===== src/rtl/pipe_reg_skid.sv =====
// rtl/pipe_reg_skid.sv - two-entry skid pipeline register with fully registered in_ready
//
// Purpose: pipeline stage that breaks the combinational ready path. A main
// register drives out_data directly. A skid register catches the one payload
// that can arrive while the downstream stalls.
//
// Optional feature: define PIPE_REG_SKID_STALL_CNT_EN to add the stall_cnt output.
//
// Ports:
//   clk        rising-edge clock
//   rst        asynchronous active-low reset
//   freeze     stall; holds all state and blocks both handshakes
//   flush      synchronous discard of all held entries
//   in_valid   upstream payload present
//   in_ready   block accepts a payload this cycle
//   in_data    upstream payload, DATA_W bits
//   out_valid  out_data is valid
//   out_ready  downstream accepts a payload
//   out_data   head payload, driven from the main register
//   occ        entries held (0..2)
//   stall_cnt  saturating count of out_valid & ~out_ready cycles (optional)
module pipe_reg_skid #(
  parameter int                 DATA_W    = 64,
  parameter logic [DATA_W-1:0]  FLUSH_VAL = '0
) (
  input  logic              clk,
  input  logic              rst,
  input  logic              freeze,
  input  logic              flush,
  input  logic              in_valid,
  output logic              in_ready,
  input  logic [DATA_W-1:0] in_data,
  output logic              out_valid,
  input  logic              out_ready,
  output logic [DATA_W-1:0] out_data,
`ifdef PIPE_REG_SKID_STALL_CNT_EN
  output logic [1:0]        occ,
  output logic [15:0]       stall_cnt
`else
  output logic [1:0]        occ
`endif
);

  typedef enum logic [1:0] {
    EMPTY = 2'd0,
    ONE   = 2'd1,
    FULL  = 2'd2
  } state_t;

  state_t            state;
  logic [DATA_W-1:0] main_q;
  logic [DATA_W-1:0] skid_q;
  logic              in_fire;
  logic              out_fire;

  // Ready depends only on registered state, freeze and reset; out_ready never
  // reaches in_ready, which is the point of the skid entry. Reset gating keeps
  // both handshakes closed while rst is low.
  assign in_ready  = rst & ~freeze & (state != FULL);
  assign out_valid = rst & ~freeze & (state != EMPTY);
  assign in_fire   = in_valid & in_ready;
  assign out_fire  = out_valid & out_ready;
  assign out_data  = main_q;

  always_comb begin
    occ = 2'd0;
    case (state)
      EMPTY:   occ = 2'd0;
      ONE:     occ = 2'd1;
      FULL:    occ = 2'd2;
      default: occ = 2'd0;
    endcase
  end

  always_ff @(posedge clk or negedge rst) begin
    if (!rst) begin
      state  <= EMPTY;
      main_q <= FLUSH_VAL;
      skid_q <= FLUSH_VAL;
    end else if (flush) begin
      state  <= EMPTY;
      main_q <= FLUSH_VAL;
      skid_q <= FLUSH_VAL;
    end else if (!freeze) begin
      // freeze already forces both fire terms low; this branch just makes the
      // hold explicit.
      case (state)
        EMPTY: begin
          if (in_fire) begin
            main_q <= in_data;
            state  <= ONE;
          end
        end
        ONE: begin
          if (in_fire && out_fire) begin
            main_q <= in_data;
          end else if (in_fire) begin
            skid_q <= in_data;
            state  <= FULL;
          end else if (out_fire) begin
            state  <= EMPTY;
          end
        end
        FULL: begin
          if (out_fire) begin
            main_q <= skid_q;
            state  <= ONE;
          end
        end
        default: state <= EMPTY;
      endcase
    end
  end

`ifdef PIPE_REG_SKID_STALL_CNT_EN
  // out_valid is already low under freeze, so the counter holds without an
  // explicit freeze term.
  always_ff @(posedge clk or negedge rst) begin
    if (!rst) begin
      stall_cnt <= 16'd0;
    end else if (flush) begin
      stall_cnt <= 16'd0;
    end else if (out_valid && !out_ready && (stall_cnt != 16'hFFFF)) begin
      stall_cnt <= stall_cnt + 16'd1;
    end
  end
`endif

endmodule

===== config.mk =====
export PLATFORM = sky130hd
export DESIGN_NAME = pipe_reg_skid
export DESIGN_NICKNAME = d
export VERILOG_FILES = /design/src/rtl/pipe_reg_skid.sv
export SDC_FILE = /design/constraint.sdc
export NUM_CORES = 1
export LEC_CHECK = 0
export CORE_ASPECT_RATIO = 1.25
export CORE_MARGIN = 2
export CORE_UTILIZATION = 50
export CTS_BUF_LIST = sky130_fd_sc_hd__clkbuf_2 sky130_fd_sc_hd__clkbuf_4 sky130_fd_sc_hd__clkbuf_8
export CTS_CLUSTER_DIAMETER = 80
export DETAILED_ROUTE_END_ITERATION = 10
export GPL_ROUTABILITY_DRIVEN = 1
export PLACE_DENSITY = 0.78
export SYNTH_ARGS = -nofsm -noshare
export SYNTH_HDL_FRONTEND = slang
export SYNTH_SLANG_ARGS = --single-unit
export TNS_END_PERCENT = 5

===== constraint.sdc =====
create_clock -name clk -period 3.1 [get_ports clk]
set_clock_uncertainty 0.05 [all_clocks]
set_input_delay 0.31 -clock clk [delete_from_list [all_inputs] [get_ports clk]]
set_output_delay 0.31 -clock clk [all_outputs]
set_load 0.005 [all_outputs]

---- Word level (Yosys, flattened, before mapping) ----
Cells that the tools add are included.
storage, ports and cells
  input bits .............................. 70
  output and inout port bits .............. 68
  register bits after elaboration ......... 130
operators by class
  reductions and logical operators ........ 9
  mux-type cells .......................... 19
  bitwise logic cells ..................... 6
  eq/ne operators ......................... 10
operator list
  cell                                                    number
  two-way mux 64 bit                                      9
  one-hot mux 64 bit (3 select lines)                     1
  two-way mux 2 bit                                       7
  inequality test 3 bit (second input constant)           4
  AND reduction 5 bit                                     2
  one-hot mux 2 bit (3 select lines)                      1
  nonzero test 2 bit                                      3
  AND 1 bit                                               5
  inequality test 2 bit (second input constant)           2
  inequality test 4 bit (second input constant)           1
  one-hot mux 2 bit (2 select lines)                      1
  AND reduction 4 bit                                     1
  nonzero test 4 bit                                      1
  equality test 2 x 1 -> 1 bit (second input constant)    1
  equality test 2 bit (second input constant)             1
  zero test 2 bit                                         1
  inequality test 2 x 1 -> 1 bit (second input constant)  1
  logical AND 1 bit                                       1
  inverter 1 bit                                          1

---- Depth between registers and ports, before layout ----
Gate-level depths: netlist of run 1.
  depth after elaboration ................. 10
  gate-level depth with buffers ........... 8

---- Worst setup path before layout of run 1 ----
OpenSTA, ideal clock, no wires.
  kind .................................... reg2reg
  start point ............................. register state[0]
  end point ............................... register main_q[0] (netlist: out_data[0])
  stages on the path, launching flop included .. 9
  buffers on the path ..................... 2
  path slack .............................. 0.869 ns
  library setup time ...................... 0.125 ns
  period minus slack after synthesis ...... 2.231 ns
  arrival time ............................ 2.056 ns
  cell sequence ........................... dfrtp_1 > inv_1 > ha_1 > and4bb_1 > nand2_1 > a2111o_1 > buf_4 > buf_6 > mux2_4
on the way
  word-level cells in the longest chain between the ends .. 6
  elaborated cells between the ends (all ways) .. 18
RTL lines
  element                                                      line    text
  start: declaration                                           50      state_t state;
  start signal: assignment                                     77      state <= EMPTY;
  start signal: assignment                                     81      state <= EMPTY;
  start signal: assignment                                     91      state <= ONE;
  inequality test 2 bit or nonzero test 2 bit (tied branches)  59, 60
  AND 1 bit (on tied branches)                                 59, 60
  AND 1 bit (on tied branches)                                 61, 62
  logical AND 1 bit                                            95      if (in_fire && out_fire) begin
  inequality test 3 bit (no line)                              n/a
  AND reduction 5 bit (no line)                                n/a
  end signal: assignment                                       90      main_q <= in_data;
  end signal: assignment                                       96      main_q <= in_data;
  end signal: assignment                                       106     main_q <= skid_q;
  end: declaration                                             51      logic [DATA_W-1:0] main_q;
Several ways; a longest one is shown, not always the timed one. The select of a mux whose other input is x is not followed.
A chain may end at the register's enable or synchronous reset.

---- Final worst setup path of run 1 ----
  start point ............................. register state[0]
  end point ............................... register main_q[9] (netlist: out_data[9])
Same word-level chain as after synthesis.

==> out/qor.yml, run 1 <==
cells_and_area:
  fin_nets: 849
  area_growth_syn_to_layout_pct: 28.14
  diodes: 0
  fin_util_pct: 65.44
  drive_gt1_share_pct: 13.85
power_and_ir_drop:
  power_density_nw_per_um2: 461.7
  p_leak_uw: 0.003743
  vdd_ir_drop_max_mv: 0.2563
sta:
  hold_viol_final: 0
  drv_slew: 0
  period_minus_slack_ns: 2.591
  setup_ws_ns: 0.5086
  tightestPinTransition_ns: 1.114
  tns_ns: 0
  rsz0062_at_grt: "false"
  period_share_pct: 83.59
  slew_headroom_pct: 25.74
  fmaxAchievable_ghz: 0.3859
  setup_violations: 0
floorplan:
  fp-row-count: 47
  die-area_um2: 14410
  io-pin-count: 138
  initial_core_util_pct: 51.07
  die_w_um: 107.8
  fp.dieH_um: 133.7
  core_um2: 13170
worst_setup_path:
  regToRegStartpoint: "state[0]"
  rrSetupSlack_ns: 0.51
  crit_chain: "inv_1, ha_1, a21boi_0, a2bb2oi_1, a2111o_2, buf_4, mux2_1"
  worstSetupStartpointType: "flip-flop"
  setup.worst_path.class: "reg2reg"
  worst-r2r-cell-count: 7
  slowest_delay_ns: 0.55
  crit_path_start: "state[0]"
  end_kind: "flip-flop"
  crit_arrival_ns: 2.86
  required_ns: 3.37
  crit_slowest_cell: "buf_4"
  r2r-end: "out_data[9]"
  worst-path-max-fanout: 37
  crit_end: "out_data[9]"
yosys:
  syn-instance-count: 655
  ys_seq_area_share_pct: 48.35
  synth_xor_area_share_pct: 0
  syn_nets: 730
  synth_top_family_by_area: "multiplexers"
  synth.distinct_cells: 25
  avgSynthCellArea_um2: 10.27
  synthAdderAreaFrac_pct: 0.9299
  synthMuxAreaShare_pct: 23.75
  yosys.area_share.simple_pct: 17.87
  syn-cell-area_um2: 6728
  synth-seq-cells: 130
  synth_compound_area_share_pct: 5.412
  yosysWarnings: 0
global_route:
  top_usage_layer: "met2"
  grt_max_degree: 83
  overflow: 0
  grt_pass1_wl_um: 25360
  grt_pass1_vias: 5163
  grtUsageMet2_pct: 36.83
  use_met3_pct: 4.648
  gr-usage-met1_pct: 28.58
  antenna_found_initial: 0
  grt_use_total_pct: 22.34
route:
  first_pass_iters: 4
  viasPerCell: 5.192
  vias: 4974
  final_antenna_net_count: 0
  wl_per_cell_um: 15.98
  drt_first_iter_violations: 200
  wl_um: 15310
  drc: 0
placement:
  dp_hpwl_um: 9912
  io_buffers: 137
  globalplace.congestion: 0.7869
  dp_slack_ns: 0.4343
cts:
  cts_setup_buffers: 0
  cts_buffer_depth: 2
  cts_inserted_buffers: 17
  cts_tree: "yes"
  cts_num_sinks: 130
  h-tree-depth: 4
  clk_latency_ns: 0.43
  clk_pin_slew_ns: 0.07
  cts_root_buffer: "clkbuf_8"
worst_hold_path:
  hold_class: "in2async"
job:
  drv_cap: 0
run_status:
  status: "completed"
-- per-stage QoR --
stage | cells | hold WS, ns | area (µm²) | total power [µW]
after floorplan | 655 | -0.03559 | 6728 | 2212
after global routing | 958 | 0.1761 | 8621 | 4157
final | 958 | 0.1850 | 8621 | 3980
after CTS | 958 | 0.1598 | 8621 | 4022
after detailed placement | 925 | 0.09755 | 8199 | 2546
after global placement | 925 | 0.09644 | 8199 | 2528
-- cell families after synthesis --
kind of cell / after synthesis
simple gates: 271
flops: 130
mux: 129
compound gates: 69
buf+inv: 51
fa+ha+maj: 5
-- cell usage in the layout, fill, tap and decap left out --
cell type        instances
a311oi_1                 1
nor2_1                  69
clkbuf_8                20
o31ai_1                  1
inv_1                    2
clkinv_4                 2
clkbuf_4                 1
mux2_1                   5
buf_6                    1
and3_2                   1
dfrtp_1                130
clkinvlp_4               5
ha_1                     4
buf_12                   2
nor2b_1                 65
mux2_4                  60
mux2i_1                 64
inv_6                    1
nand2b_1                 2
bufinv_16                2
buf_4                   10
nand2_1                130
and4bb_1                 1
a21boi_0                 1
nand3_2                  1
a2bb2oi_1                1
ha_4                     1
clkinv_2                 1
a21oi_1                 64
clkdlybuf4s50_1        135
or3_1                    2
dlygate4sd3_1            1
a2111o_2                 1
-- registers in the layout, indices dropped and copies added, names as in the netlist --
register  flops
out_data     64
skid_q       64
state         2
-- critical path: cells and delay by family (launching register included) --
family                     cells  cell delay (ns)
buffers and inverters          2             0.73
AOI/OAI and AO/OA              3             0.61
DFF                            1             0.42
muxes                          1             0.38
adders and majority gates      1             0.26
-- cell type report --
class	instances	area, µm²
fillers	1062	4552
clock buffers	21	282.8
multi-input cells	474	3247
inverters	2	7.507
repair buffers	149	1488
flip-flops and latches	130	3253
well taps	171	214.0
clock inverters	11	128.9
-- synth_stat cells --
library cell  instances  area [µm²]
buf_2                 6       30.03
nand2_1             130       488.0
mux2_4               60       900.9
a21oi_1              64       320.3
dfrtp_1             130        3253
or3_1                 2       12.51
clkbuf_1             32       120.1
and4bb_1              1       12.51
a2111o_1              1       11.26
a21boi_0              1       7.510
ha_1                  5       62.56
inv_1                 2       7.510
mux2_1                5       56.30
and3_1                1       6.260
buf_6                 6       67.56
o31ai_1               1       7.510
a2bb2oi_1             1       8.760
nand3_1               1       5.000
nand2b_1              2       12.51
a311oi_1              1       8.760
nor2b_1              65       406.6
mux2i_1              64       640.6
buf_1                 4       15.01
buf_4                 1       7.510
nor2_1               69       259.0
-- report_power, final --
part           leakage, µW  switching [µW]  total, µW  internal, µW
registers          0.00180            48.0       1820          1770
clock network     0.000194             676       1470           790
logic              0.00175             293        693           400
-- layer usage --
metal	part of all wire, %	vias up
met3	4.5	24
met2	50	137
met5	0	-
met1	43	2423
met4	2.2	0
li1	-	2390
-- what timing repair did --
item,4_1_cts,5_1_grt
resized for setup,0,0
endpoints found under the hold margin,7,0
hold buffers,1,0
-- worst min path at each step --
stage | endpoint | slack, ns | cells after the start
floorplan | out_data[0] | -0.04 | 0
global placement | skid_q[18] | 0.1 | 1
detailed placement | skid_q[14] | 0.1 | 1
CTS | skid_q[14] | 0.16 | 2
global route | skid_q[14] | 0.18 | 2
finish | skid_q[14] | 0.18 | 2
No activity file was read; power rests on OpenSTA's default activity.
==> run 2: changes to the inputs <==
Clock period 3.1 ns to 2.5 ns, I/O delays scaled along.
==> run 2 against run 1 <==
  * Final cell count up 0.42%
  * Wire length up 4.9%
  * Non-clock buffer count up 4
  * Design area up 1.7%
  * Die area unchanged
  * Sequential share of layout area down 0.63 points
  * Sequential power up 24%
  * Via count up 1.4%
  * Critical path type unchanged
==> out/qor.yml, run 2 (synthesis gave the netlist of run 1 again) <==
worst_hold_path:
  hold_end: "skid_q[57]"
  min_delay_path_depth: 2
  min_from: "flush"
  hold_class: "in2reg"
worst_setup_path:
  setup.worst_path.class: "reg2reg"
  required_ns: 2.76  # -0.61 ns
  worst-r2r-cell-count: 7  # unchanged
  regToRegStartpoint: "state[0]"
  crit_arrival_ns: 2.64  # -0.22 ns
  worst-path-max-fanout: 37  # unchanged
  rrSetupSlack_ns: 0.12  # -0.39 ns
  worstSetupStartpointType: "flip-flop"
  end_kind: "flip-flop"
  r2r-end: "out_data[47]"
cells_and_area:
  fin_nets: 853  # +0.47%
  layoutNonFillerInstCount: 962  # +0.42%
  multiInputGateArea_um2: 3253  # +0.19%
  mostFrequentLayoutCells: "135 x clkdlybuf4s50_1, 130 x nand2_1, 130 x dfrtp_1, 69 x nor2_1, 65 x nor2b_1"
  nFillCells: 1030  # -3.0%
  fin_util_pct: 66.56  # +1.1 points
  final_common_cell: "clkdlybuf4s50_1"
  drive_gt1_share_pct: 14.41  # +0.56 points
  diodes: 0  # unchanged
  ff_latch_area_um2: 3253  # unchanged
  area_growth_syn_to_layout_pct: 30.31
cts:
  cts_tree: "yes"
  cts_setup_buffers: 0  # unchanged
  h-tree-depth: 4  # unchanged
  clk_latency_ns: 0.43  # about the same
  cts_num_sinks: 130  # unchanged
  cts_buffer_depth: 2  # unchanged
  cts_inserted_buffers: 17  # unchanged
  cts_root_buffer: "clkbuf_8"
  clk_pin_slew_ns: 0.07  # about the same
sta:
  period_share_pct: 95.18  # +12 points
  slew_headroom_pct: 39.78  # +14 points
  setup_violations: 0  # unchanged
  period_minus_slack_ns: 2.379  # -0.2119 ns
  tightestPinTransition_ns: 0.9033  # -0.2106 ns
  setup_ws_ns: 0.1205  # -0.3881 ns
  tns_ns: 0  # unchanged
  rsz0062_at_grt: "false"
  fmaxAchievable_ghz: 0.4203  # +8.9%
  drv_slew: 0  # unchanged
  hold_viol_final: 0  # unchanged
placement:
  dp_hpwl_um: 10260  # +3.5%
  dp_slack_ns: 0.09764  # -0.3366 ns
  place_inst: 928  # +0.32%
  io_buffers: 137  # unchanged
  globalplace.congestion: 0.8653  # +10%
route:
  viasPerCell: 5.245  # +1.0%
  drt_first_iter_violations: 154  # -23%
  first_pass_iters: 5  # +1
  drc: 0  # unchanged
  wl_per_cell_um: 16.70  # +4.5%
  wl_um: 16070  # +4.9%
  vias: 5046  # +1.4%
  final_antenna_net_count: 0  # unchanged
floorplan:
  core_um2: 13170  # unchanged
  fp-row-count: 47  # unchanged
  initial_core_util_pct: 51.07  # unchanged
  fp.dieH_um: 133.7  # unchanged
  die_w_um: 107.8  # unchanged
  die-area_um2: 14410  # unchanged
  io-pin-count: 138  # unchanged
power_and_ir_drop:
  vdd_ir_drop_max_mv: 0.3457  # +35%
  power_uw: 5045  # +27%
  p_leak_uw: 0.003826  # +2.2%
  power_density_nw_per_um2: 575.5  # +25%
global_route:
  grt_use_total_pct: 23.33  # +0.99 points
  grt_max_degree: 73  # -12%
  overflow: 0  # unchanged
  antenna_found_initial: 0  # unchanged
  grt_pass1_wl_um: 26240  # +3.5%
  grt_pass1_vias: 5344  # +3.5%
run_status:
  status: "completed"
job:
  drv_cap: 0  # unchanged
==> run 2: cell count changes in the layout (fill, tap and decap cells not counted), sizes merged <==
cell / before / now
buf: 13 / 16
bufbuf: 0 / 1
bufinv: 2 / 3
clkbuf: 21 / 23
clkinv: 3 / 4
clkinvlp: 5 / 2
inv: 3 / 2
==> run 2: stage by stage <==
step | hold WS [ns] | instance area (µm²)
finish | 0.2182 | 8767
detailed placement | 0.4593 | 8284
global route | 0.2239 | 8767
floorplan | -0.09559 | 6728
CTS | 0.2049 | 8761
global placement | 0.4454 | 8284
==> run 2: routing by layer <==
| metal | vias up | wire length, µm | part of all wire [%] | track usage (%) |
|---|---|---|---|---|
| li1 | 2404 | - | - | - |
| met5 | - | 0 | 0 | 0 |
| met1 | 2468 | 6991 | 44 | 29.80 |
| met4 | 0 | 292 | 1.8 | 9.259 |
| met2 | 147 | 8129 | 51 | 39.13 |
| met3 | 27 | 652 | 4.1 | 4.207 |
==> run 2: repair_timing <==
item / CTS / global route
resized for setup: 1 / 1
setup endpoints to repair: 1 / 1
gates cloned: 1 / 0
hold endpoints to repair: 22 / 0
pin swaps: 0 / 0
hold buffers: 1 / 0
==> run 2: critical path, cell delays in order, from the launching register on <==
cell and delay [ns]:
dfrtp_1 0.40, inv_1 0.13, ha_4 0.21, and4bb_1 0.29, nand2_1 0.07, a2111o_2 0.53
buf_12 0.22, mux2_4 0.33
==> run 2: layout make-up <==
cell class,instances,share of cell area (%)
Tap cell,171,2.440
Inverter,2,0.08563
Timing Repair Buffer,153,18.40
Clock buffer,23,3.397
Clock inverter,9,1.470
Multi-Input combinational cell,474,37.11
Sequential cell,130,37.11
==> run 2: worst max-delay path by stage <==
stage,startpoint,end,cells after the start
2_1_floorplan,state[0],out_data[0],8
3_3_place_gp,freeze,out_data[10],6
3_5_place_dp,freeze,out_data[10],6
4_1_cts,state[0],out_data[10],7
5_1_grt,state[0],out_data[12],7
6_report,state[0],out_data[47],7
==> run 2: power by group <==
| group | switching, µW | internal, µW | total (µW) |
|---|---|---|---|
| clock network | 802 | 1100 | 1900 |
| logic | 375 | 514 | 889 |
| registers | 59.6 | 2200 | 2260 |
| total | 1240 | 3810 | 5050 |
